File: src/rtl/dm_ctrl_pkg.sv
// dm_ctrl_pkg: shared state encoding, default timeout and trap-cause codes for the DM sequencer
package dm_ctrl_pkg;
  typedef enum logic [1:0] {IDLE, WAIT, DONE, ERR} state_e;
  localparam int DEFAULT_TIMEOUT = 15;
  localparam logic [1:0] ERR_NONE = 2'd0;
  localparam logic [1:0] ERR_MISALIGN = 2'd1;
  localparam logic [1:0] ERR_RW = 2'd2;
  localparam logic [1:0] ERR_TIMEOUT = 2'd3;
  function automatic logic [1:0] access_cause(input logic rd, input logic wr, input logic [1:0] lsb);
    return (rd && wr) ? ERR_RW : (lsb != 2'b00) ? ERR_MISALIGN : ERR_NONE;
  endfunction
endpackage

File: src/rtl/dm_timeout_ctr.sv
// dm_timeout_ctr: clear/enable wait counter; exp_o flags the MAX-th enabled cycle
module dm_timeout_ctr #(
  parameter int MAX = 15,
  localparam int W = $clog2(MAX + 1)
) (
  input  logic clk,
  input  logic reset,
  input  logic clr_i,
  input  logic en_i,
  output logic exp_o
);
  logic [W-1:0] cnt_q;
  always_ff @(posedge clk)
    if (reset || clr_i) cnt_q <= '0;
    else if (en_i) cnt_q <= cnt_q + W'(1);
  // counter would reach MAX at the end of this enabled cycle
  assign exp_o = en_i && (cnt_q == W'(MAX - 1));
endmodule

File: src/rtl/dm_access_ctrl.sv
// dm_access_ctrl: issues one DM access per load/store, stalls the pipe until ack, traps bad or hung accesses
module dm_access_ctrl
  import dm_ctrl_pkg::*;
#(
  parameter int ADDR_W = 32,
  parameter int DATA_W = 32,
  parameter int TIMEOUT = DEFAULT_TIMEOUT
) (
  input  logic              clk,
  input  logic              reset,
  input  logic              mem_read_in,
  input  logic              mem_write_in,
  input  logic [ADDR_W-1:0] Mem_address,
  input  logic [DATA_W-1:0] Write_data_in,
  output logic              mem_req,
  output logic              mem_we,
  output logic [ADDR_W-1:0] mem_addr,
  output logic [DATA_W-1:0] mem_wdata,
  input  logic              mem_ack,
  input  logic [DATA_W-1:0] mem_rdata,
  output logic              stall_out,
  output logic [DATA_W-1:0] load_data_out,
  output logic              load_valid,
  output logic              err_out
);
  state_e state_q, state_d;
  logic rd_q, expired, access, accept;
  logic [1:0] cause;
  assign access = mem_read_in || mem_write_in;
  dm_timeout_ctr #(.MAX(TIMEOUT)) u_ctr (
    .clk(clk),
    .reset(reset),
    .clr_i(state_q != WAIT),
    .en_i(state_q == WAIT),
    .exp_o(expired)
  );
  always_comb begin
    cause = (state_q == IDLE && access) ? access_cause(mem_read_in, mem_write_in, Mem_address[1:0]) :
            (expired && !mem_ack) ? ERR_TIMEOUT : ERR_NONE;
    accept = state_q == IDLE && access && cause == ERR_NONE;
    state_d = (cause != ERR_NONE) ? ERR :
              accept ? WAIT :
              (state_q == WAIT && mem_ack) ? DONE :
              (state_q == DONE) ? IDLE : state_q;
  end
  always_ff @(posedge clk)
    if (reset) begin
      state_q <= IDLE;
      rd_q <= 1'b0;
      mem_we <= 1'b0;
      mem_addr <= '0;
      mem_wdata <= '0;
      load_data_out <= '0;
    end else begin
      state_q <= state_d;
      if (accept) begin
        rd_q <= mem_read_in;
        mem_we <= mem_write_in;
        mem_addr <= Mem_address;
        mem_wdata <= Write_data_in;
      end
      if (state_q == WAIT && mem_ack && rd_q) load_data_out <= mem_rdata;
    end
  assign mem_req = state_q == WAIT;
  assign stall_out = (state_q == IDLE) ? access : (state_q != DONE);
  assign load_valid = state_q == DONE && rd_q;
  assign err_out = state_q == ERR;
endmodule

File: config.mk
export PLATFORM = sky130hd
export DESIGN_NAME = dm_access_ctrl
export DESIGN_NICKNAME = d
export VERILOG_FILES = /design/src/rtl/dm_ctrl_pkg.sv /design/src/rtl/dm_timeout_ctr.sv /design/src/rtl/dm_access_ctrl.sv
export SDC_FILE = /design/constraint.sdc
export NUM_CORES = 1
export LEC_CHECK = 0
export CAP_MARGIN = 20
export CORE_MARGIN = 3
export CORE_UTILIZATION = 43
export DETAILED_ROUTE_END_ITERATION = 8
export PLACE_DENSITY = 0.94
export SYNTH_ARGS = -nofsm -noshare
export SYNTH_HDL_FRONTEND = slang
export SYNTH_SLANG_ARGS = --single-unit
File: constraint.sdc
create_clock -name clk -period 4 [get_ports clk]
set_clock_uncertainty 0.1 [all_clocks]
set_input_delay 0.8 -clock clk [delete_from_list [all_inputs] [get_ports clk]]
set_output_delay 0.8 -clock clk [all_outputs]
set_load 0.01 [all_outputs]
==> summary.md <==
| Metric | Value |
|---|---|
| Post-synthesis register bit count | 104 |
| Synthesized net count | 554 |
| Hold WS | 0.3604 ns |
| GRT overflow | 0 |
| Final period util | 0.7836 |
| Max Cap Viol | 0 |
| Async SR Flop Fraction | 0 |
| Worst path arrival time | 2.23 ns |
| Initial Utilization | 0.4491 |
| Post-detail-place hpwl | 7.991 mm |
| Synth unique cells | 28 |
| Maximum VDD drop | 172.9 uV |
| Final estimated routing congestion in global placement | 0.7690 |
| N_diodes | 0 |
| Final Instance Count excl. Fillers | 750 |
| EDFF count, synth | 0 |
| CTS tree | yes |
| WP data required | 3.10 ns |
| Drt drc | 0 |
| Reg2Reg Depth | 4 |
| Layout cells sized above 1 | 0.03894 |
| Slew @ Worst Pin | 0.6897 ns |
| Top-area cell type share of the netlist area | 0.5239 |
| CTS Buf Count | 9 |
| Register area share after synthesis | 0.5239 |
| Floorplan core area | 8848 um2 |
| Die Span X | 102.1 um |
| Post-route setup slack | 0.8656 ns |
| Full die area | 10,430 um2 |
| Endpoint, Worst Hold | mem_addr[2] |
| I/O pin cnt | 202 |
| DRT iter0 DRCs | 79 |
| Wire length on met2 | 5.468 mm |
| Total GRT Usage | 0.2019 |
| Syn Inst Count | 451 |
| Clk sink count | 104 |
| Pre-CTS WS | 0.8830 ns |
| Largest net degree at the start of global routing | 74 |
| Htree depth | 3 |
| CP startpoint kind | primary input |
| Clock Root Buffer | clkbuf_8 |
| Initial antenna violation count | 0 |
| Leak | 2.189 nW |
| Met1 Routed Length | 4.165 mm |
| Primary FF master, synth | dfxtp_1 |
| Routed vias | 3,674 |
| Latest clock arrival within the worst-skew pair | 0.36 ns |
| Max frequency | 0.3190 GHz |
| Synth Area per Inst | 8.811 um2 |
| RSZ-0062 raised after global routing | false |
| Metal3 WL | 985 um |
| Top layer in use | met4 |
| R2R Path Start | state_q[1] |
| Reg2reg end | mem_addr[28] |
| Pwr/cell area | 316.4 nW/um2 |
| Hold Path Depth | 2 |
| WL final | 10.79 mm |
| R2R setup slack | 2.08 ns |
| CP max FO | 3 |
| Worst hold path class | reg2reg |
| Mapped Area | 3974 um2 |
| Post-route ant nets | 0 |
| Commonest cells after routing, fill and taps aside | 201 x clkdlybuf4s50_1, 190 x nand2_1, 104 x dfxtp_1, 62 x mux2i_1, 33 x a21oi_1 |
| Post-CTS Setup Repair Bufs | 0 |
| Final Hold Violating Endpoints | 0 |
| Post-synth top area cell | dfxtp_1 |
| Top cells by area, synth | dfxtp_1 52%, nand2_1 18%, mux2i_1 16%, a21oi_1 4.2%, clkbuf_1 2.3% |
| Drt wl/cell | 14.38 um |
| Slew Limit Fails | 0 |
| Placed Cells | 733 |
| Setup crit end kind | output port |
| Resize count post-CTS | 0 |
| Crit Path Class | in2out |
| Setup TNS | 0 ns |
| CTS clk-pin slew, worst paths | 0.10 ns |
| Fin crit period | 3.134 ns |
| Outcome | finished, final reports clean |
| First-pass GRT wire length | 16.84 mm |
| Net count, final | 740 |
| Vias/cell | 4.899 |
| Hold path startpoint | mem_addr[2] |
| Worst slew margin | 0.5396 |
| Port Buf Inserts | 201 |
| Setup violations, final | 0 |
| Synthesis-to-layout area growth | 56.45% |
| Die span in y | 102.1 um |
| Site Rows | 34 |
| DRT Pass-1 Iters | 4 |
| Deepest clock path buffer count | 2 |
| Vias in the first global route | 3,699 |
| Synthesis warning total | 0 |
| Most common cell after layout, fill and taps aside | clkdlybuf4s50_1 |
| CTS hold repair buffers | 0 |
## worst max-delay path by stage
| stage | from | end |
|---|---|---|
| floorplan | Mem_address[0] | mem_wdata[21] |
| global placement | mem_read_in | stall_out |
| detailed placement | mem_read_in | stall_out |
| CTS | mem_read_in | stall_out |
| global route | mem_read_in | stall_out |
| finish | mem_read_in | stall_out |
## worst max-delay path, cell delays in order
cell	delay [ns]
clkdlybuf4s50_1	0.46
o21ba_2	0.24
nor2_1	0.17
inv_1	0.07
clkdlybuf4s50_1	0.50
## sequential cells by signal, indices dropped and copies added, names as in the netlist
register       flops
load_data_out     32
mem_addr          32
mem_wdata         32
u_ctr.cnt_q        4
state_q            2
mem_we             1
rd_q               1
## through the flow
stage	total power (W)	util	instance area, um2
after floorplan	0.001209	-	3974
after global placement	0.001370	0.6786	6005
after detailed placement	0.001377	0.6786	6005
after CTS	0.001993	0.6995	6190
after global routing	0.002056	0.7026	6217
final	0.001967	0.7026	6217
## final cells by class
| cell class | instances | area [um2] |
|---|---|---|
| fillers | 668 | 2631 |
| repair buffers | 206 | 2095 |
| flip-flops and latches | 104 | 2082 |
| multi-input cells | 313 | 1708 |
| well taps | 108 | 135.1 |
| clock buffers | 9 | 123.9 |
| clock inverters | 7 | 61.31 |
| inverters | 3 | 12.51 |
## logic make-up after synthesis
group,Yosys count,synth area share
buffers and inverters,34,0.04628
xor gates and xnor gates,3,0.006613
DFF,104,0.5239
and+or+nand+nor,208,0.2088
AOI/OAI and AO/OA,38,0.05195
adders and majority gates,2,0.006296
muxes,62,0.1562
## report_power, final
part	switching [W]	internal [W]	leakage, nW	total, W
clock network	0.000376	0.000237	0.0884	0.000613
registers	0.0000173	0.00106	0.841	0.00108
logic	0.000107	0.000168	1.26	0.000275
## cell usage after synthesis, types with 2 or more instances
| cell type | count |
|---|---|
| clkbuf_1 | 24 |
| nor3b_1 | 2 |
| buf_6 | 2 |
| xnor2_1 | 2 |
| a21oi_1 | 33 |
| ha_1 | 2 |
| mux2i_1 | 62 |
| inv_1 | 2 |
| nor2_1 | 6 |
| buf_8 | 3 |
| buf_4 | 2 |
| nand3_1 | 2 |
| nand2_1 | 190 |
| dfxtp_1 | 104 |
| nor2b_1 | 2 |
## layer usage
layer	GRT usage	vias to the layer above
li1	-	1822
met1	0.2181	1696
met2	0.3688	143
met3	0.06553	13
met4	0.07064	0
met5	0	-
(Power assumes the default switching activity.)
